===== src/rtl/prg_loader_pkg.sv =====
// Shared state encoding and PET memory-map defaults for the PRG loader.
package prg_loader_pkg;

    typedef enum logic [2:0] {
        ST_IDLE,
        ST_HDR,
        ST_DATA,
        ST_DRAIN,
        ST_PTR_LO,
        ST_PTR_HI,
        ST_DONE
    } state_e;

    localparam logic [15:0] VARTAB_ADDR    = 16'h002A;
    localparam logic [15:0] PET_BASIC_BASE = 16'h0401;

endpackage


===== src/rtl/loader_fifo.sv =====
// Small synchronous FIFO; the head entry is read straight from the storage
// registers so a pushed entry is visible at the output one cycle later.
module loader_fifo #(
    parameter int WIDTH = 24,
    parameter int DEPTH = 4
) (
    input  logic             clk,
    input  logic             rst_n,
    input  logic             push_i,
    input  logic [WIDTH-1:0] data_i,
    input  logic             pop_i,
    output logic [WIDTH-1:0] data_o,
    output logic             full_o,
    output logic             empty_o
);

    localparam int AW = $clog2(DEPTH);

    logic [WIDTH-1:0] mem_q [DEPTH];
    logic [AW:0]      wr_q, rd_q;
    logic             do_push, do_pop;

    assign full_o  = (wr_q[AW] != rd_q[AW]) && (wr_q[AW-1:0] == rd_q[AW-1:0]);
    assign empty_o = (wr_q == rd_q);
    assign do_push = push_i && !full_o;
    assign do_pop  = pop_i && !empty_o;
    assign data_o  = mem_q[rd_q[AW-1:0]];

    // NOTE: storage is not reset; only the pointers are, and an empty FIFO never exposes stale data.
    always_ff @(posedge clk) begin
        if (do_push) mem_q[wr_q[AW-1:0]] <= data_i;
    end

    // NOTE: sequential state uses non-blocking assignments so every register samples pre-edge values.
    always_ff @(posedge clk or negedge rst_n) begin
        if (!rst_n) begin
            wr_q <= '0;
            rd_q <= '0;
        end else begin
            if (do_push) wr_q <= wr_q + 1'b1;
            if (do_pop)  rd_q <= rd_q + 1'b1;
        end
    end

endmodule


===== src/rtl/prg_loader.sv =====
// ioctl PRG download loader: decodes the load-address header, buffers payload
// bytes and writes them to target memory, then patches the BASIC end pointer.
module prg_loader
    import prg_loader_pkg::*;
#(
    parameter int          ADDR_W     = 16,
    parameter int          FIFO_DEPTH = 4,
    parameter logic [7:0]  FILE_INDEX = 8'd2,
    parameter bit          HDR_EN     = 1'b1,
    parameter logic [15:0] RAW_BASE   = PET_BASIC_BASE,
    parameter bit          PTR_EN     = 1'b1,
    parameter logic [15:0] PTR_ADDR   = VARTAB_ADDR
) (
    input  logic              clk,
    input  logic              reset_n,
    input  logic              ioctl_download,
    input  logic [7:0]        ioctl_index,
    input  logic              ioctl_wr,
    input  logic [24:0]       ioctl_addr,
    input  logic [7:0]        ioctl_dout,
    output logic              ioctl_wait,
    output logic [ADDR_W-1:0] mem_addr,
    output logic [7:0]        mem_dout,
    output logic              mem_we,
    input  logic              mem_ack,
    output logic              busy,
    output logic              done,
    output logic [ADDR_W-1:0] end_addr,
    output logic              err
);

    localparam int             DW      = ADDR_W + 8;
    localparam int             SW      = 26;
    localparam logic [SW-1:0]  HDR_OFS = HDR_EN ? SW'(2) : '0;

    state_e            state_q;
    logic [ADDR_W-1:0] base_q, end_q;
    logic              err_q, any_q, dl_q;

    logic              accept, start, fall, carry, push, pop;
    logic              fifo_full, fifo_empty;
    logic [SW-1:0]     sum;
    logic [ADDR_W-1:0] pay_addr;
    logic [DW-1:0]     head;

    // Offsets beyond the address space (including any ioctl_addr bits above it) count as carry.
    always_comb begin
        accept   = ioctl_wr && ioctl_download && (ioctl_index == FILE_INDEX);
        start    = ioctl_download && !dl_q && (ioctl_index == FILE_INDEX);
        fall     = !ioctl_download && dl_q;
        sum      = SW'(base_q) + SW'(ioctl_addr) - HDR_OFS;
        carry    = |sum[SW-1:ADDR_W];
        pay_addr = sum[ADDR_W-1:0];
        push     = (state_q == ST_DATA) && accept && !carry && !fifo_full;
        pop      = !fifo_empty && mem_ack;
    end

    loader_fifo #(
        .WIDTH (DW),
        .DEPTH (FIFO_DEPTH)
    ) u_fifo (
        .clk     (clk),
        .rst_n   (reset_n),
        .push_i  (push),
        .data_i  ({pay_addr, ioctl_dout}),
        .pop_i   (pop),
        .data_o  (head),
        .full_o  (fifo_full),
        .empty_o (fifo_empty)
    );

    // NOTE: every output gets a default first so no path through this block infers a latch.
    always_comb begin
        mem_we   = 1'b0;
        mem_addr = '0;
        mem_dout = '0;
        if (state_q == ST_PTR_LO) begin
            mem_we   = 1'b1;
            mem_addr = ADDR_W'(PTR_ADDR);
            mem_dout = end_q[7:0];
        end else if (state_q == ST_PTR_HI) begin
            mem_we   = 1'b1;
            mem_addr = ADDR_W'(PTR_ADDR + 16'd1);
            mem_dout = end_q[15:8];
        end else if (!fifo_empty) begin
            mem_we   = 1'b1;
            mem_addr = head[DW-1:8];
            mem_dout = head[7:0];
        end
    end

    assign ioctl_wait = fifo_full || !(state_q inside {ST_IDLE, ST_HDR, ST_DATA});
    assign busy       = (state_q != ST_IDLE);
    assign done       = (state_q == ST_DONE);
    assign end_addr   = end_q;
    assign err        = err_q;

    always_ff @(posedge clk or negedge reset_n) begin
        if (!reset_n) begin
            state_q <= ST_IDLE;
            base_q  <= '0;
            end_q   <= '0;
            err_q   <= 1'b0;
            any_q   <= 1'b0;
            dl_q    <= 1'b0;
        end else begin
            dl_q <= ioctl_download;
            unique case (state_q)
                ST_IDLE: if (start) begin
                    err_q   <= 1'b0;
                    end_q   <= '0;
                    any_q   <= 1'b0;
                    base_q  <= HDR_EN ? '0 : ADDR_W'(RAW_BASE);
                    state_q <= HDR_EN ? ST_HDR : ST_DATA;
                end
                ST_HDR: if (fall) begin
                    err_q   <= 1'b1;
                    state_q <= ST_DONE;
                end else if (accept && ioctl_addr == 25'd0) begin
                    base_q <= ADDR_W'(ioctl_dout);
                end else if (accept && ioctl_addr == 25'd1) begin
                    base_q[15:8] <= ioctl_dout;
                    state_q      <= ST_DATA;
                end
                ST_DATA: if (fall) begin
                    state_q <= ST_DRAIN;
                end else if (accept) begin
                    if (carry || fifo_full) begin
                        err_q <= 1'b1;
                    end else begin
                        end_q <= pay_addr + ADDR_W'(1);
                        any_q <= 1'b1;
                    end
                end
                ST_DRAIN: if (fifo_empty) begin
                    state_q <= (PTR_EN && HDR_EN && any_q) ? ST_PTR_LO : ST_DONE;
                end
                ST_PTR_LO: if (mem_ack) state_q <= ST_PTR_HI;
                ST_PTR_HI: if (mem_ack) state_q <= ST_DONE;
                ST_DONE:   state_q <= ST_IDLE;
                default:   state_q <= ST_IDLE;
            endcase
        end
    end

endmodule


===== config.mk =====
export PLATFORM = sky130hd
export DESIGN_NAME = prg_loader
export DESIGN_NICKNAME = d
export VERILOG_FILES = /design/src/rtl/prg_loader_pkg.sv /design/src/rtl/loader_fifo.sv /design/src/rtl/prg_loader.sv
export SDC_FILE = /design/constraint.sdc
export NUM_CORES = 1
export LEC_CHECK = 0
export CORE_UTILIZATION = 50
export CTS_CLUSTER_SIZE = 28
export DETAILED_ROUTE_END_ITERATION = 16
export GPL_ROUTABILITY_DRIVEN = 0
export GPL_TIMING_DRIVEN = 0
export MAX_ROUTING_LAYER = met4
export PLACE_DENSITY = 0.77
export SYNTH_ARGS = -nofsm -noshare
export SYNTH_HDL_FRONTEND = slang
export SYNTH_SLANG_ARGS = --single-unit

===== constraint.sdc =====
create_clock -name clk -period 6.7 [get_ports clk]
set_input_delay 1.34 -clock clk [delete_from_list [all_inputs] [get_ports clk]]
set_output_delay 1.34 -clock clk [all_outputs]
set_load 0.02 [all_outputs]

After elaboration in Yosys (flattened, before gate mapping):

Memories as Yosys holds them, arrays and structs flattened.
Index checks and enable logic that the tools add are counted.

* bits in writable memories: 96
* memories: 1
* word-level logic and storage cells: 116
* flip-flop bits (word level): 44
* output and inout port bits: 45

* multiplexer cells: 41
* equality and inequality tests: 26
* add/sub/neg operators: 5
* reductions and logical operators: 34

Memory list
* u_fifo.mem_q: depth 4, width 24, read ports 1, clocked after Yosys merged registers in 0, write ports 1, RTL line loader_fifo.sv:19 `logic [WIDTH-1:0] mem_q [DEPTH];`

Operator list (number)
* $mux 16: 8
* $pmux 16 s2: 2
* $mux 8: 6
* $add 16x25->26: 1
* $sub 26x2->26 const B: 1
* $eq 25x1->1 const B: 1
* $logic_not 25->1: 1
* $mux 3: 8
* $ne 2x2->1 const B: 10
* $pmux 3 s6: 1
* $add 16x1->16 const B: 1
* $logic_and 1x1->1: 14
* $mux 1: 13
* $reduce_or 10->1: 1
* $eq 3x3->1 const B: 3
* $eq 8x2->1 const B: 1
* $reduce_and 4->1: 2
* $reduce_and 7->1: 1
* $add 3x1->3 const B: 2
* $eq 3x2->1 const B: 2
* $logic_not 1->1: 6
* $reduce_and 6->1: 1
* $reduce_bool 3->1: 2
* $reduce_and 5->1: 1
* 14 further kinds: 17

Longest topological paths before layout:

* depth after elaboration: 9
* mapped depth: 16
* gate-level depth less buffers: 14

Modules after synthesis:

From an unflattened synthesis, not the netlist that was laid out.

* cells, all modules: 772
* area, all modules: 8525.7 sq um

Modules (own cells, without submodules)
* prg_loader: area an instance 4544.4 sq um, cells an instance 598, times used 1
* loader_fifo: area an instance 3981.3 sq um, cells an instance 174, times used 1

Worst setup path after synthesis:

OpenSTA, ideal clock, no wires.

* kind: input port to flip-flop
* start point: in ioctl_addr[1]
* end point: mem u_fifo.mem_q[3][0], enable pin
* data arrival time: 5.434 ns
* setup slack: 0.827 ns
* stages: 13
* required time: 6.261 ns
* cell sequence: inv_1 ha_1 inv_1 ha_1 fa_1 a21o_1 a31o_1 a21oi_2 o2bb2ai_1 a2111oi_2 o2111a_1 nand4_2 nor3_1

* longest elaborated chain between the ends: 9

RTL lines
* start, declared: RTL line prg_loader.sv:19 `input logic [24:0] ioctl_addr,`
* $add 16x25->26: RTL line prg_loader.sv:51 `sum = SW'(base_q) + SW'(ioctl_addr) - HDR_OFS;`
* $sub 26x2->26: RTL line prg_loader.sv:51
* $reduce_or 10->1: RTL line prg_loader.sv:52 `carry = |sum[SW-1:ADDR_W];`
* $logic_not 1->1: RTL line prg_loader.sv:54 `push = (state_q == ST_DATA) && accept && !carry && !fifo_full;`
* $logic_and 1x1->1 (2 in series): RTL line prg_loader.sv:54
* $logic_and 1x1->1: RTL line loader_fifo.sv:25 `assign do_push = push_i && !full_o;`
* $mux 1: RTL line loader_fifo.sv:31 `if (do_push) mem_q[wr_q[AW-1:0]] <= data_i;`
* $mux 1 (not written as such): RTL line loader_fifo.sv:31
* end, declared: RTL line loader_fifo.sv:19

No other way between the ends.

Final worst setup path:

* start point: in ioctl_addr[1]
* end point: mem u_fifo.mem_q[0][6], enable pin

The elaborated chain is that of the path after synthesis.

==> summary.md <==
| Metric | Value |
|---|---|
| Status | finished, final reports clean |
| Hold depth | 2 |
| Synth top area share | 35.2% |
| Worst r2r dst | u_fifo.mem_q[0][6] |
| WP buf/inv | 5 |
| Synth area leader | edfxtp_1 |
| First-pass GRT wire length | 30.8 mm |
| Register area share after synthesis | 48.6% |
| Crit path cell chain | clkdlybuf4s50_1 > inv_1 > ha_1 > inv_1 > ha_1 > fa_1 > a21o_1 > a31o_1 > a211oi_1 > o21ai_0 > mux2i_1 > o2111a_1 > nand4_2 > or2_1 > clkbuf_1 > nor2_2 > buf_8 |
| Final worst slack | 0.817 ns |
| Longest Clk Path Bufs | 2 |
| H-tree depth | 4 |
| Ys flop type | edfxtp_1 |
| Net Sw Power | 1.78 mW |
| Crit Path Class | primary input to register |
| Util after Layout | 63.0% |
| Hold_sp | base_q[3] |
| Crit-path leading delay family | compound AO/OA/AOI/OAI gates |
| Synth Instances | 720 |
| Vias per inst | 5.65 |
| Cell-internal power | 2.58 mW |
| Post-synth EDFFs | 96 |
| Initial DRC count | 558 |
| Placed cell areas | 0.00948 mm^2 |
| CP startpoint kind | primary input |
| Num rows | 46 |
| P per Cell Area | 434 mW/mm^2 |
| Pre-CTS setup slack | 0.415 ns |
| CTS tree | yes |
| Syn Std Cell Area | 0.00820 mm^2 |
| Die W | 130 um |
| Reg power frac | 27.3% |
| Slowest stage cell, crit path | nor2_2 |
| Hold_buf cts | 0 |
| Layout area overhead | 22.5% |
| Clk pwr share | 20.4% |
| FF-to-FF Start | base_q[1] |
| Flops & latches, synth | 140 |
| Unrepaired setup endpoints after global routing | false |
| Slew HR | 34.7% |
| Peak Freq | 170 MHz |
| Via count | 6,010 |
| Final Cycle Share | 87.8% |
| Grt ovf | 0 |
| Final wirelength | 19.5 mm |
| Final Hold Vio Count | 0 |
| Leak Pwr | 4.00 nW |
| Final Skew | 0.00868 ns |
| Worst-path fanout max | 15 |
| Clk Latency, worst-skew pair | 0.42 ns |
| Post-route minimum period | 5.88 ns |
| Initial antenna violation count | 0 |
| Crit path DAT | 6.00 ns |
| Cts repair resizes | 0 |
| Ys Warns | 0 |
| Detail Route Antenna Nets | 0 |
| Fin nets | 932 |
| Syn nets | 817 |
| CP endpoint kind | register |
| Required time worst endpoint | 6.82 ns |
| I/O pins | 91 |
| Slew of the pin with the lowest slew margin | 0.972 ns |
| Initial Utilization | 51.4% |
| Reg2reg setup slack | 1.91 ns |
| HPWL after detailed placement | 15.1 mm |
| Sw frac | 40.9% |
| Clock Sinks | 140 |
| Finished Cell Area | 0.0100 mm^2 |
| Die Area | 0.0169 mm^2 |
| Worst reg2reg path depth | 16 |
| Gr usage total | 25.6% |
| Ant. Diodes | 0 |
| Layout cells sized above 1 | 12.1% |
| Count of pins over their slew limit | 0 |
| Port Buffer Count | 90 |
| Number of global-route vias before repair | 5,855 |
| Max-Cap Viols | 0 |
| Clock transition at path regs | 0.05 ns |
| CTS buffer count | 17 |
| CP max stage delay | 0.69 ns |
| Largest net degree at the start of global routing | 24 |
| DRC | 0 |
| Peak supply drop | 0.000262 V |
| Endpoints failing setup | 0 |
| Hold worst-path end | base_q[3] |
| Worst Hold Class | register to register |
| Synth area leaders | edfxtp_1, dfrtp_1, ha_1, mux4_2, inv_1 |
| Setup Buffers After CTS | 0 |
| Drt wl/cell | 18.3 um |
| TritonRoute pass-1 iters | 5 |
| Hold WS | 0.481 ns |
| Core footprint | 0.0159 mm^2 |
| Syn Area/Cell | 11.4 um^2 |
| Async SR Flop Fraction | 31.4% |
| CP Depth | 17 |
| CTS root buf | clkbuf_16 |
| Combinational fraction of design power | 52.3% |
| Setup TNS | 0 ns |
| Post-synth cell types | 75 |
| Die height | 130 um |
[through the flow]
step	std cells	power [mW]
after floorplan	720	2.70
after global placement	1026	3.42
after detailed placement	1032	3.47
after CTS	1064	4.36
after global routing	1064	4.61
final	1064	4.36
[layout make-up]
type                       count  area (um^2)
timing repair buffer          96         1000
multi-input combinational    462         3740
buffer                        31          154
tap                          216          270
sequential                   140         3980
inverter                      87          327
fill                        1249         5900
clock buffer                  20          447
clock inverter                12          113
[power by group through the flow]
stage          clock network, mW  registers (mW)  logic [mW]
3_3_place_gp                   0            1.20        2.22
2_1_floorplan                  0            1.23        1.47
5_1_grt                    0.938            1.20        2.47
3_5_place_dp                   0            1.20        2.26
6_report                   0.890            1.19        2.28
4_1_cts                    0.896            1.19        2.28
[cell usage in the layout, fill, tap and decap left out, types with 7 or more instances in the layout]
cell type and n:
clkdlybuf4s50_1 89, clkbuf_16 17, clkbuf_1 23, inv_1 87, xnor2_1 16, mux2_2 8, mux2_4 7, nand3_1 27
mux4_2 24, and3_1 14, mux2i_1 13, edfxtp_1 96, o21ai_0 38, xor2_1 19, nand4_1 9, nand2_1 61
ha_1 50, dfrtp_1 44, a21oi_1 21, nor2_1 25, a21o_1 10, nor3_1 11
[cell usage after synthesis (all sizes together), types with 4 or more instances]
master and instances:
edfxtp 96, inv 87, nand2 63, ha 50
dfrtp 44, o21ai 39, nor2 28, nand3 27
a21oi 24, mux4 24, clkbuf 21, xor2 19
mux2 16, xnor2 16, and3 14, mux2i 13
nor3 12, a21o 10, buf 10, nand4 10
nor4 8, a211oi 7, nand2b 6, nor2b 6
a21boi 4, and2 4, nor3b 4, o211ai 4
o31ai 4
[worst register-to-register path, cell delays in order (launching register included)]
cell      delay, ns
dfrtp_1        0.34
inv_1          0.05
ha_1           0.26
inv_1          0.04
ha_1           0.22
fa_1           0.40
a21o_1         0.19
a31o_1         0.29
a211oi_1       0.38
o21ai_0        0.21
mux2i_1        0.24
o2111a_1       0.23
nand4_2        0.23
or2_1          0.29
clkbuf_1       0.19
nor2_2         0.69
buf_8          0.25
[worst max path at each step]
stage | start | endpoint | slack, ns
after detailed placement | ioctl_addr[1] | u_fifo.mem_q[0][3] | 0.42
after CTS | ioctl_addr[1] | u_fifo.mem_q[0][6] | 0.84
after global routing | ioctl_addr[1] | u_fifo.mem_q[0][6] | 0.59
after floorplan | ioctl_addr[1] | u_fifo.mem_q[3][0] | 0.83
final | ioctl_addr[1] | u_fifo.mem_q[0][6] | 0.82
after global placement | ioctl_addr[1] | u_fifo.mem_q[3][6] | -1.24
[state kept, by name, summed over array words and instances (netlist names)]
| signal | count |
|---|---|
| end_addr | 16 |
| any_q | 1 |
| base_q | 16 |
| err | 1 |
| u_fifo.mem_q | 96 |
| dl_q | 1 |
| u_fifo.rd_q | 3 |
| u_fifo.wr_q | 3 |
| state_q | 3 |
[cell families after synthesis]
family / Yosys count / share of synthesized area, %
flip-flops: 140 / 48.6
AO/OA/AOI/OAI: 122 / 10.2
adder cells (fa/ha/maj): 51 / 7.88
buffers and inverters: 118 / 5.86
multiplexers: 53 / 10.7
XOR/XNOR: 35 / 3.74
AND/OR/NAND/NOR: 201 / 13.0
[layer usage]
metal | global-route usage (%) | vias up | part of all wire (%) | wire (um)
li1 | - | 2844 | - | -
met5 | - | - | 0 | 0
met2 | 40.6 | 204 | 49 | 9490
met3 | 4.47 | 27 | 5.4 | 1050
met4 | 8.69 | 0 | 1.8 | 344
met1 | 33.5 | 2935 | 44 | 8600
(Power assumes the default switching activity.)
